$ cat src/rtl/sd_spi_pkg.sv
//------------------------------------------------------------------------------
// Module  : sd_spi_pkg
// Brief   : Shared types and constants for the SD SPI-mode command path.
// Rev     : 1.0  initial release
//------------------------------------------------------------------------------
`default_nettype none

package sd_spi_pkg;

    typedef enum logic [2:0] {
        ST_IDLE = 3'd0,
        ST_LOAD = 3'd1,
        ST_DATA = 3'd2,
        ST_CRC  = 3'd3,
        ST_END  = 3'd4,
        ST_PAD  = 3'd5,
        ST_DONE = 3'd6
    } sd_cmd_state_t;

    localparam int FRAME_BITS = 48;
    localparam int HDR_BITS   = 40;
    localparam int CRC_BITS   = 7;
    localparam int PAD_BITS   = 8;

    localparam logic [5:0] CMD0  = 6'd0;
    localparam logic [5:0] CMD8  = 6'd8;
    localparam logic [5:0] CMD17 = 6'd17;

endpackage

`default_nettype wire

$ cat src/rtl/crc_7.sv
//------------------------------------------------------------------------------
// Module  : crc_7
// Brief   : Bit-serial CRC7 (x^7 + x^3 + 1), MSB first, synchronous clear.
// Rev     : 1.0  initial release
//------------------------------------------------------------------------------
`default_nettype none

module crc_7 (
    input  logic       clk,
    input  logic       rst,
    input  logic       valid_i,
    input  logic       dat_i,
    output logic [6:0] crc_o
);

    logic [6:0] r_crc;
    logic       w_fb;

    assign w_fb  = r_crc[6] ^ dat_i;
    assign crc_o = r_crc;

    always_ff @(posedge clk) begin
        if (rst) begin
            r_crc <= '0;
        end else if (valid_i) begin
            r_crc <= {r_crc[5:0], 1'b0} ^ {3'b000, w_fb, 2'b00, w_fb};
        end
    end

endmodule

`default_nettype wire

$ cat src/rtl/sd_cmd_tx.sv
//------------------------------------------------------------------------------
// Module  : sd_cmd_tx
// Brief   : Serialises a 48-bit SD SPI-mode command frame with on-the-fly CRC7.
//           Define SD_CMD_TX_PAD_EN to append an 8-bit Ncr dummy byte.
// Rev     : 1.0  initial release
//------------------------------------------------------------------------------
`default_nettype none

module sd_cmd_tx
    import sd_spi_pkg::*;
#(
    parameter int CNT_W = 6
) (
    input  logic        clk,
    input  logic        rst,
    input  logic        cmd_valid_i,
    output logic        cmd_ready_o,
    input  logic [5:0]  cmd_idx_i,
    input  logic [31:0] cmd_arg_i,
    input  logic        bit_stb_i,
    output logic        mosi_o,
    output logic        cs_n_o,
    output logic        busy_o,
    output logic        done_o,
    output logic [6:0]  crc_o
);

    sd_cmd_state_t        r_state;
    sd_cmd_state_t        w_next;
    logic [HDR_BITS-1:0]  r_shift;
    logic [CNT_W-1:0]     r_cnt;
    logic [CRC_BITS-1:0]  r_crc_out;
    logic [CRC_BITS-1:0]  w_crc;
    logic                 w_crc_clr;
    logic                 w_crc_rst;
    logic                 w_crc_vld;
    logic                 w_mosi;
    logic                 w_cs_n;
    logic                 w_busy;
    logic                 w_done;
    logic                 w_ready;

    assign w_crc_rst = rst | w_crc_clr;

    crc_7 u_crc_7 (
        .clk     (clk),
        .rst     (w_crc_rst),
        .valid_i (w_crc_vld),
        .dat_i   (r_shift[HDR_BITS-1]),
        .crc_o   (w_crc)
    );

    always_ff @(posedge clk or posedge rst) begin
        if (rst) begin
            r_state <= ST_IDLE;
        end else begin
            r_state <= w_next;
        end
    end

    always_comb begin
        w_next    = r_state;
        w_mosi    = 1'b1;
        w_cs_n    = 1'b1;
        w_busy    = 1'b1;
        w_done    = 1'b0;
        w_ready   = 1'b0;
        w_crc_vld = 1'b0;
        w_crc_clr = 1'b0;
        case (r_state)
            ST_IDLE: begin
                w_busy  = 1'b0;
                w_ready = ~rst;
                if (cmd_valid_i && w_ready) begin
                    w_next = ST_LOAD;
                end
            end
            ST_LOAD: begin
                w_cs_n    = 1'b0;
                w_crc_clr = 1'b1;
                w_next    = ST_DATA;
            end
            ST_DATA: begin
                w_cs_n = 1'b0;
                w_mosi = r_shift[HDR_BITS-1];
                if (bit_stb_i) begin
                    w_crc_vld = 1'b1;
                    if (r_cnt == CNT_W'(HDR_BITS - 1)) begin
                        w_next = ST_CRC;
                    end
                end
            end
            ST_CRC: begin
                // CRC engine is idle here, so its output is the frozen frame CRC
                w_cs_n = 1'b0;
                w_mosi = w_crc[3'(CRC_BITS - 1) - r_cnt[2:0]];
                if (bit_stb_i && (r_cnt == CNT_W'(CRC_BITS - 1))) begin
                    w_next = ST_END;
                end
            end
            ST_END: begin
                w_cs_n = 1'b0;
                if (bit_stb_i) begin
`ifdef SD_CMD_TX_PAD_EN
                    w_next = ST_PAD;
`else
                    w_next = ST_DONE;
`endif
                end
            end
            ST_PAD: begin
`ifdef SD_CMD_TX_PAD_EN
                w_cs_n = 1'b0;
                if (bit_stb_i && (r_cnt == CNT_W'(PAD_BITS - 1))) begin
                    w_next = ST_DONE;
                end
`else
                w_next = ST_IDLE;
`endif
            end
            ST_DONE: begin
                w_done = 1'b1;
                w_next = ST_IDLE;
            end
            default: begin
                w_next = ST_IDLE;
            end
        endcase
    end

    // Counter restarts on every state change so each phase counts from zero
    always_ff @(posedge clk or posedge rst) begin
        if (rst) begin
            r_shift   <= '0;
            r_cnt     <= '0;
            r_crc_out <= '0;
        end else begin
            if ((r_state == ST_IDLE) && (w_next == ST_LOAD)) begin
                r_shift <= {2'b01, cmd_idx_i, cmd_arg_i};
            end else if (w_crc_vld) begin
                r_shift <= {r_shift[HDR_BITS-2:0], 1'b0};
            end

            if (w_next != r_state) begin
                r_cnt <= '0;
            end else if (bit_stb_i && ((r_state == ST_DATA) || (r_state == ST_CRC) ||
                                       (r_state == ST_PAD))) begin
                r_cnt <= r_cnt + CNT_W'(1);
            end

            if ((w_next == ST_DONE) && (r_state != ST_DONE)) begin
                r_crc_out <= w_crc;
            end
        end
    end

    assign cmd_ready_o = w_ready;
    assign mosi_o      = w_mosi;
    assign cs_n_o      = w_cs_n;
    assign busy_o      = w_busy;
    assign done_o      = w_done;
    assign crc_o       = r_crc_out;

endmodule

`default_nettype wire

$ cat config.mk
export PLATFORM = sky130hd
export DESIGN_NAME = sd_cmd_tx
export DESIGN_NICKNAME = d
export VERILOG_FILES = /design/src/rtl/sd_spi_pkg.sv /design/src/rtl/crc_7.sv /design/src/rtl/sd_cmd_tx.sv
export SDC_FILE = /design/constraint.sdc
export NUM_CORES = 1
export LEC_CHECK = 0
export ABC_AREA = 1
export CAP_MARGIN = 20
export CORE_ASPECT_RATIO = 0.9
export CORE_MARGIN = 4
export CORE_UTILIZATION = 30
export CTS_CLUSTER_SIZE = 10
export DETAILED_ROUTE_END_ITERATION = 7
export MAX_ROUTING_LAYER = met4
export PLACE_DENSITY = 0.52
export RECOVER_POWER = 50
export SYNTH_ARGS = -nofsm -noshare
export SYNTH_HDL_FRONTEND = slang
export SYNTH_SLANG_ARGS = --single-unit
$ cat constraint.sdc
create_clock -name clk -period 2.2 [get_ports clk]
set_input_delay 0.33 -clock clk [delete_from_list [all_inputs] [get_ports clk]]
set_output_delay 0.33 -clock clk [all_outputs]
set_load 0.01 [all_outputs]
==> results of run 1 <==
[worst max path at each step]
stage / endpoint / depth (start not counted)
after floorplan: r_shift[12] / 7
after global placement: mosi_o / 8
after detailed placement: mosi_o / 8
after CTS: mosi_o / 8
after global routing: mosi_o / 8
final: mosi_o / 7
[per-layer routing]
layer,vias up,track usage,part of all wire
li1,1361,-,-
met1,1213,0.1684,0.51
met2,60,0.1845,0.44
met3,5,0.03200,0.042
met4,0,0.03478,0.0070
met5,-,-,0
[timing repair]
action,in CTS,in global routing
endpoints found under the setup margin,1,2
gates resized for setup,3,5
pin swaps,0,1
[cells by family after synthesis]
kind of cell / after synthesis / synth area share
compound gates: 140 / 0.2341
fa+ha+maj: 3 / 0.01222
buf+inv: 82 / 0.1124
xor+xnor: 4 / 0.01140
flops: 63 / 0.5016
simple gates: 89 / 0.1283
[tightest hold or removal path, cell delays in order (launching register included)]
cell and delay (ns):
dfrtp_1 0.34, nand2_1 0.05, nand2_1 0.05
[power by group through the flow]
stage | logic, mW | registers, mW | clock network [mW]
2_1_floorplan | 1.31 | 1.76 | 0
3_3_place_gp | 1.78 | 1.80 | 0
3_5_place_dp | 1.81 | 1.81 | 0
4_1_cts | 1.82 | 1.79 | 1.50
5_1_grt | 2.08 | 1.84 | 1.55
6_report | 1.80 | 1.80 | 1.46
[cell usage in the layout (no fill, tap or decap), types with 2 or more instances in the layout]
master,netlist,routed
o21ai_0,90,90
inv_1,60,58
dfrtp_1,56,55
clkdlybuf4s50_1,0,49
nand2_1,48,48
o21ai_1,36,36
nor2_1,21,21
nand3_1,11,11
clkbuf_16,0,9
buf_4,0,8
a21oi_1,7,7
dfxtp_1,7,7
clkbuf_1,10,4
inv_2,2,3
nand4_1,3,3
xor2_1,3,3
clkbuf_8,0,3
nor3_1,2,2
o21bai_1,2,2
o221ai_1,2,2
o211ai_1,2,2
ha_1,3,2
dlygate4sd3_1,0,2
buf_12,0,2
[final cells by class]
type                    count  area (sq um)
well taps                 126         157.7
inverters                  62         234.0
repair buffers             65         635.6
clock buffers              14         274.0
clock inverters             2         37.54
multi-input cells         236          1199
flip-flops and latches     63          1543
fillers                  1013          5747
[stage by stage]
step	setup slack, ns	power, mW	cell area [sq um]
4_1_cts	0.001743	5.113	4080
3_3_place_gp	0.06375	3.580	3767
6_report	0.1587	5.057	4080
5_1_grt	0.04893	5.475	4080
2_1_floorplan	0.02387	3.067	3082
3_5_place_dp	0.03291	3.618	3767
[state kept, by name, indices dropped and copies added (netlist names)]
name / flops
crc_o: 7
r_cnt: 6
r_shift: 40
r_state: 3
u_crc_7.crc_o: 7
==> results by group, run 1 <==
Critical path
  • CP endpoint kind: primary output
  • FF-to-FF Start: r_state[0]
  • Crit path max-delay cell type: dfrtp_1
  • Critical path arrival: 1.71 ns
  • Worst path bufs/invs: 2
  • Crit path max-delay family: flip-flops
  • Critical path class: register to primary output
  • CP cell instances: buf_4 > ha_1 > xnor2_1 > o211ai_1 > nand2_1 > o21bai_1 > buf_2
  • Reg2reg end: r_shift[37]
  • Reg2Reg Depth: 6
  • Crit path launch type: register
  • CP peak stage delay: 0.38 ns
  • R2R setup slack: 0.52 ns
  • Worst Path Required: 1.87 ns
  • Setup crit start: r_cnt[0]
  • Worst-path maximum fanout: 9

Power
  • P per Cell Area: 1239 nW/um^2
  • Clock Power Share: 0.288
  • NetSw: 1.763 mW
  • Comb pwr share: 0.357
  • Internal Power: 3.293 mW
  • Flop pwr share: 0.355
  • Switch share: 0.3487
  • Peak supply drop: 0.4797 mV
  • Leak: 1.872 nW

Routing
  • Drt pass-1 iters: 4
  • Routed vias: 2639
  • Initial detailed-routing violation count: 163
  • Antenna Nets Post-Route: 0
  • WL final: 7153 um
  • Post-route DRC: 0
  • Average vias per placed instance: 4.646
  • Wire per inst: 12.59 um

Floorplan
  • Die extent in x: 114.7 um
  • Initial Utilization: 0.3127
  • Io pins: 54
  • Cell Rows: 34
  • Core area: 9827 sq um
  • Die Height: 104.0 um
  • Die area: 11930 sq um

Clock network
  • Deepest clock path buffer count: 2
  • TritonCTS buffer count: 9
  • Clock-pin transition on the worst setup and hold timing paths: 0.05 ns
  • H-Tree Depth: 3
  • # Post-CTS Setup Buffers: 0
  • Clock latency on the worst-skew pair: 0.32 ns
  • CTS tree: yes
  • CTS Sinks: 63
  • Clock Tree Root: clkbuf_16
  • Hold_buf cts: 0

Finish
  • Share of layout cells above drive strength 1: 0.07692
  • Final Non-Filler Cells: 568
  • Final core occ: 0.4152
  • Synthesis-to-layout area growth: 32.78%
  • Nets@finish: 482
  • Diodes inserted: 0

STA
  • RSZ-0062 raised after global routing: false
  • Setup TNS: 0 ns
  • Final setup violation count: 0
  • Max Fclk: 0.4899 GHz
  • Worst Max-Slew Pin Slew: 0.7135 ns
  • Hold_ws: 0.4757 ns
  • Worst clock skew: 0.01095 ns
  • Final hold vios: 0
  • Slew Limit Fails: 0
  • Slew headroom: 0.5243
  • Tmin final: 2.041 ns
  • Crit share post-route: 0.9279

Global route
  • Initial antenna violation count: 0
  • GRT Util Overall: 0.1245
  • First-pass GRT wire length: 11810 um
  • Largest net degree at the start of global routing: 57
  • Total global routing overflow: 0
  • Vias in the first global route: 2540

Synth
  • Synth area leader: dfrtp_1
  • Synth Cell Area: 3073 sq um
  • Top cell type's share of synthesized area: 0.4560
  • Synth cell types: 26
  • Syn avg cell area: 8.065 sq um
  • Post-synthesis sequential area ratio: 0.5016
  • EDFF count, synth: 0
  • Register bit total from synthesis: 63
  • Syn Inst Count: 381
  • Syn nets: 426
  • Top post-synthesis cells by area: dfrtp_1 46%, o21ai_0 15%, inv_1 7.3%
  • Asr flop ratio synth: 0.8889
  • Post-synth top cells: 90 x o21ai_0, 60 x inv_1, 56 x dfrtp_1
  • Most frequent cell after synthesis: o21ai_0
  • Yosys Warn Count: 0
  • Top_reg_cell synth: dfrtp_1

Place
  • DPL Wire Length: 4786 um
  • GP Congestion: 0.8124
  • Dpl cells: 552
  • Port buffer count: 53

Min path
  • Hold EP: crc_o[1]
  • Hold WC Path Type: register to register
  • Worst hold path depth: 2
  • Origin of the worst min-delay path: crc_o[1]

Run
  • MaxCap Viol Count: 0

Status
  • Status: completed
Power figures use the tool's default switching activity.
==> run 2, diff against run 1 <==
- CORE_MARGIN: 4 -> 5
==> results by group, run 2 (synthesis results as in run 1) <==
Finish
  • Post-route cell area: 4129 sq um
  • Diodes inserted: 0
  • Reg with most FFs: r_shift
  • Nets@finish: 484
  • FILL cells: 1017
  • Final core occ: 0.4082
  • Final Non-Filler Cells: 573
  • Share of layout cells above drive strength 1: 0.09009
  • Number of flip-flops under the largest register name: 40
  • Synthesis-to-layout area growth: 34.36%
  • Most common cell after layout, fill and taps aside: o21ai_0
  • Most frequent cells in the layout: 89 x o21ai_0, 58 x inv_1, 55 x dfrtp_1

Routing
  • Initial detailed-routing violation count: 178
  • Routed vias: 2655
  • Antenna Nets Post-Route: 0
  • Wl on met1: 3703 um
  • WL final: 7408 um
  • Wire per inst: 12.93 um
  • WL met3: 347 um
  • Average vias per placed instance: 4.634
  • Drt pass-1 iters: 4
  • Routed wl met2: 3320 um
  • Post-route DRC: 0
  • Top Metal Used: met4

Critical path
  • Worst Path Required: 1.87 ns
  • Crit path max-delay cell type: clkdlybuf4s50_1
  • CP cell instances: nor2_2 > nand2_1 > nor2_1 > clkdlybuf4s50_1
  • CP peak stage delay: 0.54 ns
  • Critical path class: register to primary output
  • CP endpoint kind: primary output
  • Worst path bufs/invs: 1
  • Crit path launch type: register
  • Worst-path maximum fanout: 6
  • Crit path max-delay family: buffers and inverters
  • Critical path arrival: 1.71 ns

Place
  • DPL Wire Length: 4926 um
  • Dpl cell area: 3771 sq um
  • Dpl cells: 555
  • GP Congestion: 0.8405
  • Placement Setup Slack: 0.09032 ns
  • Port buffer count: 53

Global route
  • Vias in the first global route: 2658
  • First-pass GRT wire length: 12500 um
  • Initial antenna violation count: 0
  • GRT Util Overall: 0.1302
  • Largest net degree at the start of global routing: 62
  • Total global routing overflow: 0

Min path
  • Hold WC Path Type: register to register

Clock network
  • Clock Tree Root: clkbuf_16
  • CTS tree: yes
  • Clock-pin transition on the worst setup and hold timing paths: 0.06 ns
  • Hold_buf cts: 0
  • TritonCTS buffer count: 9
  • Clock latency on the worst-skew pair: 0.33 ns
  • H-Tree Depth: 3
  • CTS Sinks: 63
  • Deepest clock path buffer count: 2

Floorplan
  • Cell Rows: 35
  • Die Height: 106.0 um
  • Core area: 10120 sq um
  • Die area: 12370 sq um
  • Die extent in x: 116.7 um
  • Io pins: 54
  • Initial Utilization: 0.3038

STA
  • Slew Limit Fails: 0
  • Crit share post-route: 0.9285
  • Final setup violation count: 0
  • RSZ-0062 raised after global routing: false
  • Final hold vios: 0
  • Worst Max-Slew Pin Slew: 1.301 ns
  • Tmin final: 2.043 ns
  • Worst clock skew: 0.006569 ns
  • Max Fclk: 0.4896 GHz
  • Setup TNS: 0 ns
  • PnR worst setup slack: 0.1574 ns
  • Slew headroom: 0.1328

Power
  • Leak: 1.890 nW
  • Peak supply drop: 0.5961 mV
  • P per Cell Area: 1257 nW/um^2

Status
  • Status: completed

Run
  • MaxCap Viol Count: 0
## run 2: final timing paths
kind / from / end / slack [ns] / depth (start not counted)
hold reg to reg: crc_o[4] / crc_o[4] / 0.48 / 2
setup reg to reg: r_state[2] / r_shift[37] / 0.48 / 7
max in group asynchronous: rst / r_state[0] / 0.45 / 3
min in group asynchronous: rst / r_shift[23] / 0.88 / 3
setup / recovery: r_state[1] / cmd_ready_o / 0.16 / 4
hold / removal: crc_o[4] / crc_o[4] / 0.48 / 2
## run 2: metal layers
layer	up-vias	track usage
met2	79	0.1872
li1	1361	-
met5	-	-
met3	4	0.04098
met4	0	0.03931
met1	1211	0.1754
## run 2: repair_timing
item	CTS	global route
resized for setup	2	9
buffers inserted	0	2
endpoints found under the setup margin	2	2
pin swaps	0	1
## run 2: per-stage QoR
step	total power, mW	hold slack (ns)
2_1_floorplan	3.067	0.4189
3_3_place_gp	3.580	0.4643
3_5_place_dp	3.635	0.4690
4_1_cts	5.227	0.4852
5_1_grt	5.604	0.5055
6_report	5.188	0.4750
## run 2: tightest hold or removal path, cell delays in order (launching register included)
cell and delay (ns):
dfrtp_1 0.34, nand2_1 0.05, nand2_1 0.05
## run 2: area by class of cell
cell class,count,area [sq um],area share
Sequential cell,63,1543,0.3736
Clock buffer,10,239.0,0.05788
Tap cell,129,161.4,0.03909
Clock inverter,6,92.59,0.02242
Inverter,62,234.0,0.05667
Multi-Input combinational cell,236,1211,0.2933
Timing Repair Buffer,67,648.1,0.1570
## run 2: power by group
group | total, mW | internal [mW] | switching, mW | leakage [nW]
Clock | 1.56 | 1.03 | 0.535 | 0.155
Combinational | 1.82 | 0.725 | 1.10 | 0.975
Sequential | 1.80 | 1.61 | 0.190 | 0.760
==> run 3, diff against run 2 <==
==> constraint.sdc (replaced) <==
create_clock -name clk -period 2.2 [get_ports clk]
set_input_delay 0.33 -clock clk [delete_from_list [all_inputs] [get_ports clk]]
set_output_delay 0.33 -clock clk [all_outputs]
set_load 0.02 [all_outputs]
==> results by group, run 3 (synthesis results as in run 1) <==
Floorplan
  • Initial Utilization: 0.3038
  • Die extent in x: 116.7 um
  • Io pins: 54
  • Core area: 10120 sq um
  • Cell Rows: 35
  • Die area: 12370 sq um
  • Die Height: 106.0 um

Global route
  • GRT Util Overall: 0.1270
  • First-pass GRT wire length: 12280 um
  • Largest net degree at the start of global routing: 57
  • Initial antenna violation count: 0
  • Vias in the first global route: 2606
  • Total global routing overflow: 0

Min path
  • Hold WC Path Type: register to register
  • Origin of the worst min-delay path: crc_o[0]
  • Worst hold path depth: 2
  • Hold EP: crc_o[0]

STA
  • Slew headroom: 0.02037
  • Worst clock skew: 0.008247 ns
  • Crit share post-route: 0.9473
  • Setup TNS: 0 ns
  • Worst Max-Slew Pin Slew: 1.469 ns
  • RSZ-0062 raised after global routing: false
  • Max Fclk: 0.4798 GHz
  • Slew Limit Fails: 0
  • Final hold vios: 0
  • Final setup violation count: 0
  • PnR worst setup slack: 0.1160 ns
  • Tmin final: 2.084 ns
  • Hold_ws: 0.4800 ns

Finish
  • Final Non-Filler Cells: 572
  • Post-route cell area: 4074 sq um
  • Synthesis-to-layout area growth: 32.57%
  • Final core occ: 0.4027
  • FILL cells: 1037
  • Most common cell after layout, fill and taps aside: o21ai_0
  • Diodes inserted: 0
  • Nets@finish: 483
  • Share of layout cells above drive strength 1: 0.07901
  • Most frequent cells in the layout: 90 x o21ai_0, 59 x inv_1, 56 x dfrtp_1
  • Number of flip-flops under the largest register name: 40
  • Reg with most FFs: r_shift

Routing
  • Wire per inst: 12.65 um
  • Post-route DRC: 0
  • Drt pass-1 iters: 5
  • WL final: 7234 um
  • Average vias per placed instance: 4.596
  • Routed vias: 2629
  • Antenna Nets Post-Route: 0
  • Initial detailed-routing violation count: 172

Critical path
  • Critical path arrival: 1.75 ns
  • R2R setup slack: 0.37 ns
  • CP endpoint kind: primary output
  • Crit path launch type: register
  • Worst-path maximum fanout: 6
  • Critical path class: register to primary output
  • FF-to-FF Start: r_state[2]
  • Reg2Reg Depth: 8
  • Worst Path Required: 1.87 ns
  • Reg2reg end: r_shift[37]

Clock network
  • H-Tree Depth: 3
  • Clock Tree Root: clkbuf_16
  • Clock-pin transition on the worst setup and hold timing paths: 0.05 ns
  • TritonCTS buffer count: 9
  • Deepest clock path buffer count: 2
  • # Post-CTS Setup Buffers: 0
  • CTS tree: yes
  • Clock latency on the worst-skew pair: 0.32 ns
  • CTS Sinks: 63

Power
  • Peak supply drop: 0.5303 mV
  • Overall Power: 5.027 mW
  • Leak: 1.873 nW
  • P per Cell Area: 1234 nW/um^2

Place
  • DPL Wire Length: 4812 um
  • Dpl cells: 556
  • Port buffer count: 53
  • Dpl cell area: 3779 sq um
  • Placement Setup Slack: 0.01602 ns
  • GP Congestion: 0.8827

Status
  • Status: completed

Run
  • MaxCap Viol Count: 0
-- run 3: where the power goes --
part           total (mW)  internal [mW]  leakage (nW)  switching [mW]
clock                1.38          0.884         0.145           0.495
combinational        1.86          0.727         0.967            1.13
sequential           1.79           1.61         0.761           0.178
total                5.03           3.22          1.87            1.81
-- run 3: worst max-delay path, cell delays in order (launching register included) --
cell and delay, ns:
dfrtp_1 0.47, inv_1 0.11, nor3_1 0.21, clkdlybuf4s50_1 0.64
-- run 3: repair_timing --
item | in CTS | in global routing
hold buffers | 0 | 0
cloned | 0 | 0
endpoints found under the hold margin | 0 | 0
gates resized for setup | 6 | 2
setup endpoints to repair | 3 | 1
pin swaps | 0 | 0
-- run 3: metal layers --
metal	GRT usage	vias to the layer above	routed length (um)
met5	-	-	0
met4	0.03112	0	40
met3	0.04496	4	341
met2	0.1828	58	3157
met1	0.1712	1209	3694
li1	-	1358	-
-- run 3: final cells by class --
class                           count  area, sq um  share of cell area
Sequential cell                    63         1541              0.3784
Multi-Input combinational cell    236         1199              0.2942
Timing Repair Buffer               66        641.9              0.1576
Clock buffer                       14        284.0             0.06972
Inverter                           62        234.0             0.05743
Tap cell                          129        161.4             0.03962
Clock inverter                      2        12.51            0.003071
-- run 3: how the worst max path moves through the flow --
| stage | from | to | slack (ns) |
|---|---|---|---|
| 4_1_cts | r_state[0] | done_o | 0.09 |
| 6_report | r_state[1] | done_o | 0.12 |
| 5_1_grt | r_state[1] | done_o | 0.01 |
| 3_3_place_gp | r_cnt[0] | mosi_o | 0.06 |
| 3_5_place_dp | r_cnt[0] | mosi_o | 0.02 |
| 2_1_floorplan | rst | r_shift[12] | 0.02 |
